### src/rtl/id_ex_stage.sv
// ID/EX pipeline register with operand forwarding from the EX/MEM and MEM/WB
// producers, stall/flush control and a saturating stall-cycle counter.
module id_ex_stage #(
   parameter int CNT_W  = 16,
   parameter int DATA_W = 32
) (
   input  logic              clk,
   input  logic              rst,
   input  logic              stall,
   input  logic              flush,
   input  logic              id_valid,
   input  logic [31:0]       id_ins,
   input  logic [DATA_W-1:0] id_rs_val,
   input  logic [DATA_W-1:0] id_rt_val,
   input  logic [4:0]        id_dest,
   input  logic              id_regwrite,
   input  logic [4:0]        mem_dest,
   input  logic              mem_regwrite,
   input  logic [DATA_W-1:0] mem_result,
   input  logic [4:0]        wb_dest,
   input  logic              wb_regwrite,
   input  logic [DATA_W-1:0] wb_result,
   output logic [DATA_W-1:0] op1,
   output logic [DATA_W-1:0] op2,
   output logic [31:0]       ins,
   output logic [4:0]        ex_dest,
   output logic              ex_regwrite,
   output logic              ex_valid,
   output logic [CNT_W-1:0]  stall_cnt
);

   logic [31:0]       ins_q;
   logic [DATA_W-1:0] rs_q;
   logic [DATA_W-1:0] rt_q;
   logic [4:0]        dest_q;
   logic              regwrite_q;
   logic              valid_q;
   logic [CNT_W-1:0]  cnt_q;
   logic [4:0]        rs;
   logic [4:0]        rt;

   // Saturating increment: the counter sticks at all-ones instead of wrapping.
   function automatic logic [CNT_W-1:0] sat_inc(input logic [CNT_W-1:0] v);
      if (&v) return v;
      return v + 1'b1;
   endfunction

   // Operand select: the younger MEM producer beats WB; register 0 never forwards.
   function automatic logic [DATA_W-1:0] fwd_sel(
      input logic [4:0]        src,
      input logic [DATA_W-1:0] held
   );
      if (src != 5'd0 && mem_regwrite && mem_dest == src) return mem_result;
      if (src != 5'd0 && wb_regwrite && wb_dest == src)   return wb_result;
      return held;
   endfunction

   assign rs = ins_q[25:21];
   assign rt = ins_q[20:16];

   // Forwarding muxes in front of the ALU.
   always_comb begin
      op1 = fwd_sel(rs, rs_q);
      op2 = fwd_sel(rt, rt_q);
   end

   assign ins         = ins_q;
   assign ex_dest     = dest_q;
   assign ex_regwrite = regwrite_q;
   assign ex_valid    = valid_q;
   assign stall_cnt   = cnt_q;

   // EX register: flush beats stall; a stall re-captures the forwarded operands
   // so a producer retiring out of WB during the stall is not lost.
   always_ff @(posedge clk or posedge rst) begin
      if (rst) begin
         ins_q      <= '0;
         rs_q       <= '0;
         rt_q       <= '0;
         dest_q     <= '0;
         regwrite_q <= 1'b0;
         valid_q    <= 1'b0;
      end else if (flush) begin
         ins_q      <= '0;
         rs_q       <= '0;
         rt_q       <= '0;
         dest_q     <= '0;
         regwrite_q <= 1'b0;
         valid_q    <= 1'b0;
      end else if (stall) begin
         rs_q <= op1;
         rt_q <= op2;
      end else begin
         ins_q      <= id_valid ? id_ins : 32'd0;
         rs_q       <= id_rs_val;
         rt_q       <= id_rt_val;
         dest_q     <= id_dest;
         regwrite_q <= id_regwrite & id_valid;
         valid_q    <= id_valid;
      end
   end

   // Count stalled cycles; a flushed cycle is not a stall.
   always_ff @(posedge clk or posedge rst) begin
      if (rst)
         cnt_q <= '0;
      else if (stall && !flush)
         cnt_q <= sat_inc(cnt_q);
   end

endmodule

### config.mk
export PLATFORM = sky130hd
export DESIGN_NAME = id_ex_stage
export DESIGN_NICKNAME = d
export VERILOG_FILES = /design/src/rtl/id_ex_stage.sv
export SDC_FILE = /design/constraint.sdc
export NUM_CORES = 1
export LEC_CHECK = 0
export ABC_AREA = 1
export CAP_MARGIN = 30
export CELL_PAD_IN_SITES_DETAIL_PLACEMENT = 1
export CELL_PAD_IN_SITES_GLOBAL_PLACEMENT = 2
export CORE_MARGIN = 1.5
export CORE_UTILIZATION = 30
export CTS_BUF_LIST = sky130_fd_sc_hd__clkbuf_8
export DETAILED_ROUTE_END_ITERATION = 8
export DONT_BUFFER_PORTS = 1
export PLACE_DENSITY_LB_ADDON = 0.15
export SLEW_MARGIN = 30
export SYNTH_ARGS = -nofsm -noshare
export SYNTH_HDL_FRONTEND = slang
export SYNTH_SLANG_ARGS = --single-unit
### constraint.sdc
create_clock -name clk -period 6.55 [get_ports clk]
set_input_delay 1.6375 -clock clk [delete_from_list [all_inputs] [get_ports clk]]
set_output_delay 1.6375 -clock clk [all_outputs]
set_load 0.02 [all_outputs]
=== Word level (Yosys, flattened, before mapping) ===
Index checks and enable logic that the tools add are counted.

* $add $sub $neg: 1
* Eq/ne operators: 6
* Multiplexer cells: 30
* Bitwise operators: 1
* Reductions and logical operators: 14

{| class="wikitable"
|+ Operators with widths
! cell !! count
|-
| $mux W32 || 15
|-
| $eq A5 B5 Y1 || 4
|-
| $add A16 B1 Y16 const B || 1
|-
| $mux W16 || 1
|-
| $reduce_and A16 Y1 || 1
|-
| $mux W1 || 12
|-
| $mux W5 || 2
|-
| $reduce_bool A5 Y1 || 2
|-
| $logic_and A1 B1 Y1 || 9
|-
| $ne A2 B1 Y1 const B || 1
|-
| $ne A2 B2 Y1 const B || 1
|-
| $reduce_and A2 Y1 || 1
|-
| $and A1 B1 Y1 || 1
|-
| $logic_not A1 Y1 || 1
|}

* Register bits after elaboration: 119
* Input bits: 183
* Output and inout port bits: 119
* Word-level logic and storage cells: 59

=== Longest topological paths before layout ===
* Word-level depth: 9
* Depth in mapped cells: 13
* Gate-level depth less buffers: 12

=== Least setup slack after synthesis ===
No wires, ideal clock.

* Kind: input -> output
* Start: input wb_dest[3]
* End: output op2[10]
* Arrival time: 2,523 ps
* Required time: 4,912 ps
* Slack: 2,389 ps
* Stages on the path: 9
* Path buffers: 1
* Cell sequence: inv_1 a21oi_1 nand2_1 nor2_4 nand2_4 buf_6 nand2_1 nand3_1 nand2_1

* Longest elaborated chain between the ends: 6
* Elaborated cells between the ends (all ways): 7
* Classes of those cells: eq/ne (1); mux (5); reduce/logical (1)

{| class="wikitable"
|+ RTL lines
! what !! RTL line !! text
|-
| start: declaration || 20 || <nowiki>input logic [4:0] wb_dest,</nowiki>
|-
| $eq A5 B5 Y1 (*) || 54 || <nowiki>if (src != 5'd0 && wb_regwrite && wb_dest == src) return wb_result;</nowiki>
|-
| $logic_and A1 B1 Y1 (*) || 54 ||
|-
| $mux W1 (2 in a row) || 54 ||
|-
| $mux W32 (*) || 55 || <nowiki>return held;</nowiki>
|-
| $mux W32 (*) || 54 ||
|-
| end: declaration || 24 || <nowiki>output logic [DATA_W-1:0] op2,</nowiki>
|}

Every way passes the cells marked *; elsewhere a longest branch is shown, timed or not. The select of a mux whose other input is x is not followed.

=== Worst setup path in the final report ===
* Start: input wb_regwrite
* End: output op1[12]

* Longest elaborated chain between the ends: 6
* Elaborated cells between the ends (all ways): 7
* Classes of those cells: mux (5); reduce/logical (2)

{| class="wikitable"
|+ RTL lines
! what !! RTL line !! text
|-
| start: declaration || 21 || <nowiki>input logic wb_regwrite,</nowiki>
|-
| $logic_and A1 B1 Y1 (*) (2 in a row) || 54 ||
|-
| $mux W1 (2 in a row) || 54 ||
|-
| $mux W32 (*) || 55 ||
|-
| $mux W32 (*) || 54 ||
|-
| end: declaration || 23 || <nowiki>output logic [DATA_W-1:0] op1,</nowiki>
|}

Marked as above.

==> impl_metrics.tcl <==
set metrics [dict create \
    synth_edf_count 0 \
    cts.clk_slew.worst_paths_ns 0.07 \
    ctsHtreeMaxLevel 4 \
    max_stage_delay_ns 0.50 \
    ys_ff_latch 119 \
    slew_headroom 0.507 \
    path_max_fanout 32 \
    crit_type "in2out" \
    final_max_slew_viol_count 0 \
    grt_pass1_vias 7498 \
    cts_resized 0 \
    finalSetupTns_ns 0 \
    rows 59 \
    hp-class "reg2reg" \
    gp_congestion 0.770 \
    drc 0 \
    synth_top_family_by_area "simple AND/OR/NAND/NOR gates" \
    vias 7253 \
    ir_drop_uv 121 \
    via_per_inst 4.77 \
    diodes 0 \
    drt_pass1_iterations 4 \
    pin_count 302 \
    layout.nets 1355 \
    drive_gt1_frac 0.0912 \
    crit_family "simple AND/OR/NAND/NOR gates" \
    cts_sinks 119 \
    synth_compound_area_frac 0.0284 \
    postCtsSetupBuffers 0 \
    period_share 0.769 \
    worstSetupStartpointType "input pin" \
    hold_viol 0 \
    cts-root-buf "clkbuf_8" \
    die_w_um 165 \
    cts_hold_buf 0 \
    syn_area_mm2 0.00788 \
    p_per_area_mw_per_mm2 234 \
    ys_seq_area_frac 0.378 \
    initialDrtViolationCount 361 \
    io_buffers 0 \
    grt_start_max_net_pins 130 \
    cp-end-kind "output port" \
    synth_mux_area_frac 0 \
    postPlaceCellArea_mm2 0.00804 \
    crit_path_top_delay_cell "nand2_2" \
    final_common_cell "nand2_1" \
    crit_chain "inv_1 > a21oi_1 > nand2_1 > nor2_4 > nand2_2 > nand2_1 > nand3_2 > nand2_1" \
    crit_required_ns 4.91 \
    detail_route.wl_per_cell_um 18.8 \
    grt_pass1_wl_mm 43.5 \
    grt_overflow 0 \
    synth_ff_type "dfrtp_1" \
    finalSetupViolCount 0 \
    cts_buffers 17 \
    area_growth_pct 7.67 \
    clock_latency_ns 0.44 \
    start_util 0.304 \
    max-clock-path-buffers 2 \
    mostFrequentLayoutCells "nand2_1 (330), inv_1 (212), nand3_1 (210), nor2_1 (136), dfrtp_1 (119)" \
    synthSimpleGateAreaFrac 0.422 \
    synth_fa_ha_area_frac 0.00159 \
    worstMarginPinSlew_ns 0.738 \
    die_h_um 165 \
    postRouteAntennaNets 0 \
    dp_hpwl_mm 20.3 \
    worstPathArrival_ns 3.40 \
    period_minus_slack_ns 5.04 \
    syn_nets 1389 \
    die-area_mm2 0.0273 \
    max_freq_mhz 198 \
    cpMostUsedCell "nand2_1" \
    stdcell_area_mm2 0.00849 \
    maxCapViolations 0 \
    syn_inst 1205 \
    synth_warnings 0 \
    avgSynthCellArea_um2 6.54 \
    worst-path-buf-inv 1 \
    yosys.area_share.xor_xnor 0.0167 \
    track_usage 0.211 \
    routed_wl_mm 28.5 \
    ys_types 29 \
    power.leakage_nw 5.02 \
    cts_tree "done" \
    outcome "completed" \
    rsz0062_at_grt "no" \
    antenna_found_initial 0 \
    async_flop_share 1.00 \
    finalClockSkew_ns 0.0189 \
    core_mm2 0.0259 \
]
[layout make-up]
| type | count | area [um^2] |
|---|---|---|
| multi-input combinational | 794 | 3710 |
| clock buffer | 18 | 248 |
| timing repair buffer | 9 | 67.6 |
| tap | 335 | 419 |
| clock inverter | 14 | 198 |
| sequential | 119 | 2980 |
| fill | 3301 | 17400 |
| inverter | 230 | 868 |
[synthesized netlist by cell type, types with 3 or more instances]
cell / count / area share
nor3_1: 6 / 0.0038
dfrtp_1: 119 / 0.38
clkbuf_1: 21 / 0.010
nand3_2: 31 / 0.039
o21ai_0: 24 / 0.015
buf_4: 3 / 0.0029
nor2_2: 7 / 0.0056
nor2_1: 136 / 0.065
nand2_1: 330 / 0.16
xor2_1: 11 / 0.012
nand4_1: 6 / 0.0048
inv_2: 17 / 0.0081
nor2_4: 3 / 0.0043
buf_6: 10 / 0.014
o22ai_1: 10 / 0.0079
inv_1: 213 / 0.10
buf_2: 23 / 0.015
nand3_1: 210 / 0.13
buf_1: 5 / 0.0024
o21ai_1: 3 / 0.0019
nand2_2: 5 / 0.0040
xnor2_1: 4 / 0.0044
[sequential cells by signal, summed over array words and instances, names as in the netlist]
register / count
stall_cnt: 16
ins: 32
ex_valid: 1
rs_q: 32
rt_q: 32
ex_dest: 5
ex_regwrite: 1
[cells by family after synthesis]
family | Yosys count
buffers and inverters | 292
AO/OA/AOI/OAI | 41
flip-flops | 119
XOR/XNOR | 15
adder cells (fa/ha/maj) | 1
AND/OR/NAND/NOR | 737
[worst reg2reg max path: stages, from the launching register on]
cell and delay [ns]:
dfrtp_1 0.54, a21oi_1 0.36, nand2_1 0.14, nor2_4 0.28, nand2_2 0.50, nand2_1 0.23
nand3_2 0.09, nand3_1 0.11, nand2_1 0.07, inv_1 0.05
[layer usage]
layer | global-route usage | wire length [um] | vias up
met5 | 0 | 0 | -
li1 | - | - | 3600
met2 | 0.363 | 13700 | 218
met4 | 0.0549 | 468 | 0
met3 | 0.0619 | 2290 | 21
met1 | 0.257 | 12000 | 3414
[where the power goes]
part | leakage (nW) | switching [W] | internal (W)
Clock | 0.220 | 0.000348 | 0.000429
Combinational | 3.25 | 0.000236 | 0.0000940
Sequential | 1.56 | 0.0000845 | 0.000791
Total | 5.02 | 0.000668 | 0.00131
[worst paths after layout]
kind                                           start                    to  slack, ns  depth (start not counted)
worst max-delay path                     wb_regwrite               op1[12]       1.51                          8
worst min-delay path            ex_valid$_DFFE_PP0N_  ex_valid$_DFFE_PP0N_       0.63                          2
worst max register to register   ins[24]$_DFFE_PP0N_     rs_q[7]$_DFF_PP0_       4.12                          9
worst min register to register  ex_valid$_DFFE_PP0N_  ex_valid$_DFFE_PP0N_       0.63                          2
max in group asynchronous                        rst    rs_q[10]$_DFF_PP0_       4.15                          2
min in group asynchronous                        rst   ins[16]$_DFFE_PP0N_       1.16                          1
[metrics by stage]
step	setup slack [ns]	util	hold slack (ns)	instances	total power (W)
final	1.51	0.327	0.627	1519	0.00198
after global routing	1.32	0.327	0.660	1519	0.00210
after CTS	1.45	0.327	0.632	1519	0.00202
after detailed placement	1.45	0.310	0.613	1487	0.00123
after global placement	1.49	0.310	0.604	1487	0.00122
after floorplan	1.76	-	0.582	1205	0.00116
Note: power is estimated with default switching activity, not from simulation.
